$ cat src/rtl/tug_key_conditioner.sv
// tug_key_conditioner
// Turns the two raw, bouncing, active-low player pushbuttons into clean
// one-cycle press pulses (L, R) and debounced "held" levels (L_held, R_held).
// Each channel has a 2-FF synchronizer, a debounce FSM and a pulse register.
// A held key never auto-repeats, and releases never produce a pulse.
//
// Ports
//   clk     in   system clock, all state on posedge
//   Reset   in   asynchronous active-low reset
//   KEY_L   in   raw left button, active-low, asynchronous to clk
//   KEY_R   in   raw right button, active-low, asynchronous to clk
//   L       out  registered 1-cycle pulse per accepted left press
//   R       out  registered 1-cycle pulse per accepted right press
//   L_held  out  debounced left level (1 = pressed)
//   R_held  out  debounced right level (1 = pressed)
//
// Optional feature macro: TUG_TIE_CANCEL_EN
//   When defined, L and R pulses that would fire on the same edge are both
//   suppressed; FSMs and held levels are unaffected.

module tug_key_conditioner #(
    parameter int unsigned DB_CYCLES = 4,
    parameter int unsigned CNT_W     = 3
) (
    input  logic clk,
    input  logic Reset,
    input  logic KEY_L,
    input  logic KEY_R,
    output logic L,
    output logic R,
    output logic L_held,
    output logic R_held
);

    localparam int unsigned NUM_CH = 2;
    localparam logic [CNT_W-1:0] CNT_LAST = CNT_W'(DB_CYCLES - 1);

    typedef enum logic [1:0] {
        IDLE      = 2'd0,
        PRESS_CNT = 2'd1,
        HELD      = 2'd2,
        REL_CNT   = 2'd3
    } state_t;

    // Bit 0 = left channel, bit 1 = right channel.
    logic [NUM_CH-1:0] s1_q;
    logic [NUM_CH-1:0] s2_q;
    logic [NUM_CH-1:0] fire_c;
    logic [NUM_CH-1:0] held_next_c;
    logic [NUM_CH-1:0] pulse_d;
    logic [NUM_CH-1:0] pulse_q;
    logic [NUM_CH-1:0] held_q;

    // Two-flop synchronizer; keys are inverted so 1 means pressed.
    always_ff @(posedge clk or negedge Reset) begin
        if (!Reset) begin
            s1_q <= '0;
            s2_q <= '0;
        end else begin
            s1_q <= ~{KEY_R, KEY_L};
            s2_q <= s1_q;
        end
    end

    // Per-channel debounce FSM.
    for (genvar ch = 0; ch < NUM_CH; ch++) begin : g_ch
        state_t           state_q;
        state_t           state_d;
        logic [CNT_W-1:0] cnt_q;
        logic [CNT_W-1:0] cnt_d;
        logic             fire;

        always_ff @(posedge clk or negedge Reset) begin
            if (!Reset) begin
                state_q <= IDLE;
                cnt_q   <= '0;
            end else begin
                state_q <= state_d;
                cnt_q   <= cnt_d;
            end
        end

        always_comb begin
            state_d = state_q;
            cnt_d   = cnt_q;
            fire    = 1'b0;
            case (state_q)
                IDLE: begin
                    if (s2_q[ch]) begin
                        state_d = PRESS_CNT;
                        cnt_d   = CNT_W'(1);
                    end
                end
                PRESS_CNT: begin
                    if (!s2_q[ch]) begin
                        state_d = IDLE;
                        cnt_d   = '0;
                    end else if (cnt_q == CNT_LAST) begin
                        state_d = HELD;
                        cnt_d   = '0;
                        fire    = 1'b1;
                    end else begin
                        cnt_d = cnt_q + CNT_W'(1);
                    end
                end
                HELD: begin
                    if (!s2_q[ch]) begin
                        state_d = REL_CNT;
                        cnt_d   = CNT_W'(1);
                    end
                end
                REL_CNT: begin
                    if (s2_q[ch]) begin
                        state_d = HELD;
                        cnt_d   = '0;
                    end else if (cnt_q == CNT_LAST) begin
                        state_d = IDLE;
                        cnt_d   = '0;
                    end else begin
                        cnt_d = cnt_q + CNT_W'(1);
                    end
                end
                default: begin
                    state_d = IDLE;
                    cnt_d   = '0;
                end
            endcase
        end

        assign fire_c[ch]      = fire;
        assign held_next_c[ch] = (state_d == HELD) || (state_d == REL_CNT);
    end

    // Pulse combine; optional cancellation of simultaneous presses.
    always_comb begin
        pulse_d = fire_c;
`ifdef TUG_TIE_CANCEL_EN
        if (&fire_c) begin
            pulse_d = '0;
        end
`endif
    end

    // Output registers.
    always_ff @(posedge clk or negedge Reset) begin
        if (!Reset) begin
            pulse_q <= '0;
            held_q  <= '0;
        end else begin
            pulse_q <= pulse_d;
            held_q  <= held_next_c;
        end
    end

    assign L      = pulse_q[0];
    assign R      = pulse_q[1];
    assign L_held = held_q[0];
    assign R_held = held_q[1];

endmodule

$ cat config.mk
export PLATFORM = sky130hd
export DESIGN_NAME = tug_key_conditioner
export DESIGN_NICKNAME = d
export VERILOG_FILES = /design/src/rtl/tug_key_conditioner.sv
export SDC_FILE = /design/constraint.sdc
export NUM_CORES = 1
export LEC_CHECK = 0
export ABC_AREA = 1
export BUFFER_PORTS_ARGS = -buffer_cell sky130_fd_sc_hd__buf_2
export CORE_AREA = 2 2 39 41
export DETAILED_ROUTE_END_ITERATION = 8
export DIE_AREA = 0 0 41 43
export GPL_ROUTABILITY_DRIVEN = 0
export GPL_TIMING_DRIVEN = 0
export PLACE_DENSITY = 0.72
export SLEW_MARGIN = 20
export SYNTH_ARGS = -nofsm -noshare
export SYNTH_HDL_FRONTEND = slang
export SYNTH_SLANG_ARGS = --single-unit
$ cat constraint.sdc
create_clock -name clk -period 1.8 [get_ports clk]
set_input_delay 0.09 -clock clk [delete_from_list [all_inputs] [get_ports clk]]
set_output_delay 0.09 -clock clk [all_outputs]
set_load 0.1 [all_outputs]
==> impl_metrics.env <==
export IMPL_clock_skew_ps=2.03
export IMPL_synth_top_area_share=0.577
export IMPL_final_hold_violation_count=0
export IMPL_globalRoute_totalOverflow=0
export IMPL_io_buffer_count=7
export IMPL_worstPathCellList="buf_2"
export IMPL_cap_violations=0
export IMPL_timing_final_max_slew_violations=0
export IMPL_clkSlewWorstSetupHoldPaths_ps=90
export IMPL_yosys_register_bits=16
export IMPL_timing_critical_path_arrival_ps=1170
export IMPL_deepest_clock_path_buffer_count=2
export IMPL_synth_distinct_cells=12
export IMPL_globalRouteTotalUtil=0.158
export IMPL_cts_made_buffers=3
export IMPL_synth_top_cell_by_area="sky130_fd_sc_hd__dfrtp_1"
export IMPL_hpwlAfterDp_um=795
export IMPL_vias_per_cell=4.82
export IMPL_layout_min_cycle_time_ps=1260
export IMPL_cts_root_cell="sky130_fd_sc_hd__clkbuf_4"
export IMPL_cp_slowest_stage_delay_ps=460
export IMPL_die_height_um=43
export IMPL_num_fill_cells=122
export IMPL_vdd_ir_drop_max_uv=666
export IMPL_power_leakage_uw=0.000443
export IMPL_fmax_ghz=0.794
export IMPL_cts_repair_timing_setup_buffer_count=0
export IMPL_timing_worst_slew_pin_value_ps=485
export IMPL_syn_nets=84
export IMPL_placed_cell_count=101
export IMPL_slew_headroom=0.679
export IMPL_drt_pre_antenna_iters=4
export IMPL_drtAntennaViolNets=0
export IMPL_cts_tree="yes"
export IMPL_ys_seq_area_frac=0.577
export IMPL_boundaryPins=8
export IMPL_finalHoldWorstSlack_ps=241
export IMPL_critical_path_slowest_cell="sky130_fd_sc_hd__buf_2"
export IMPL_layout_cells_non_filler=108
export IMPL_area_overhead_of_the_layout_relative_to_synthesis_pct=17.5
export IMPL_final_nets=99
export IMPL_mostFrequentLayoutCell="sky130_fd_sc_hd__nand2_1"
export IMPL_post_synth_cell_area_avg_um2=8.90
export IMPL_critical_path_required_ps=1710
export IMPL_route_detailed_drc=0
export IMPL_critical_path_max_fanout=6
export IMPL_numClockSinks=16
export IMPL_mostFrequentLayoutCells="sky130_fd_sc_hd__nand2_1 (19), sky130_fd_sc_hd__dfrtp_1 (16), sky130_fd_sc_hd__inv_1 (12), sky130_fd_sc_hd__nand3_1 (9), sky130_fd_sc_hd__nor2_1 (8)"
export IMPL_grt_max_degree=17
export IMPL_number_of_placement_rows=14
export IMPL_drtIter0Drc=4
export IMPL_endpoint_kind="primary output"
export IMPL_placed_instance_area_um2=749
export IMPL_run_status="finished, final reports clean"
export IMPL_avgRoutedWirePerCell_um=10.1
export IMPL_yosys_top_cells_area="sky130_fd_sc_hd__dfrtp_1 (58%), sky130_fd_sc_hd__nand2_1 (10%), sky130_fd_sc_hd__nand3_1 (6.5%)"
export IMPL_initial_core_util=0.502
export IMPL_first_global_vias=457
export IMPL_finalInstanceArea_um2=816
export IMPL_setup_viol=0
export IMPL_synthesized_instance_count=78
export IMPL_timing_setup_tns_ps=0
export IMPL_timing_final_crit_share=0.700
export IMPL_synthesis_area_um2=694
export IMPL_critPathTopFamily="buffers and inverters"
export IMPL_vias=521
export IMPL_cts_max_level=1
export IMPL_min_delay_path_class="in2async"
export IMPL_ys_warnings_count=0
export IMPL_rsz0062_at_grt="false"
export IMPL_critical_path_class="reg2out"
export IMPL_design_core_area_mm2=0.00138
export IMPL_cp_start_kind="register"
export IMPL_cellPowerDensity_mw_per_mm2=1530
export IMPL_insertion_delay_ps=280
export IMPL_ant_cells=0
export IMPL_floorplan_die_area_mm2=0.00176
export IMPL_worstPathBufferInverterCount=1
export IMPL_drive_above_1_share=0.185
export IMPL_grt_antenna_before_repair=0
export IMPL_first_pass_grt_wire_length_um=1820
export IMPL_route_final_wire_length_um=1090
export IMPL_die_outline_width_um=41
-- kinds of logic (layout without fill, tap and decap cells) --
kind of cell / count (synthesis) / after routing / synth area share
adders and majority gates: 2 / 2 / 0.0360
buffers and inverters: 14 / 28 / 0.0757
and+or+nand+nor: 42 / 42 / 0.283
AOI/OAI and AO/OA: 4 / 4 / 0.0288
DFF: 16 / 16 / 0.577
-- Yosys cell counts --
cell type                   n
sky130_fd_sc_hd__nand2_1   19
sky130_fd_sc_hd__dfrtp_1   16
sky130_fd_sc_hd__inv_1     12
sky130_fd_sc_hd__nand3_1    9
sky130_fd_sc_hd__nor2_1     8
sky130_fd_sc_hd__ha_1       2
sky130_fd_sc_hd__inv_2      2
sky130_fd_sc_hd__nand2_2    2
sky130_fd_sc_hd__nand3b_1   2
sky130_fd_sc_hd__nor2_4     2
sky130_fd_sc_hd__o21ai_0    2
sky130_fd_sc_hd__o21ai_1    2
-- report_power, final --
part | internal (uW) | switching, uW
Combinational | 129 | 370
Sequential | 445 | 74.4
Clock | 123 | 108
Total | 698 | 553
-- through the flow --
step	setup WS [ps]	utilization	total power [uW]
floorplan	298	-	931
finish	540	0.590	1250
global route	473	0.590	1350
CTS	533	0.590	1270
global placement	759	0.542	1010
detailed placement	759	0.542	1030
-- final timing paths --
path                       cells after the start             start                 end  slack, ps
setup / recovery                               1         held_q[0]              L_held        540
hold / removal                                 2             Reset          pulse_q[0]        240
setup reg to reg                               5  g_ch[1].cnt_q[0]  g_ch[1].state_q[1]        750
hold reg to reg                                0           s1_q[0]             s2_q[0]        350
max in group asynchronous                      2             Reset    g_ch[1].cnt_q[2]       1310
min in group clk                               0           s1_q[0]             s2_q[0]        350
-- flip-flops by register name (all words and copies together) (netlist names) --
signal        cells
g_ch.cnt_q        6
g_ch.state_q      3
pulse_q           2
s1_q              2
s2_q              2
held_q            1
-- what timing repair did --
action	CTS	global route
hold endpoints to repair	18	0
hold buffers	3	0
gates resized for setup	0	0
-- layout make-up --
class,instances,area [um^2],share of cell area
clock buffers,4,36.3,0.0445
well taps,16,20.0,0.0245
multi-input cells,48,241,0.296
flip-flops and latches,16,400,0.491
inverters,14,52.6,0.0644
repair buffers,10,65.1,0.0798
-- per-layer routing --
layer | wire length [um] | vias up | track usage
met3 | 47 | 2 | 0.0628
met5 | 0 | - | 0
met4 | 11 | 0 | 0.0800
met1 | 519 | 239 | 0.202
li1 | - | 269 | -
met2 | 514 | 11 | 0.225
(Power assumes the default switching activity.)
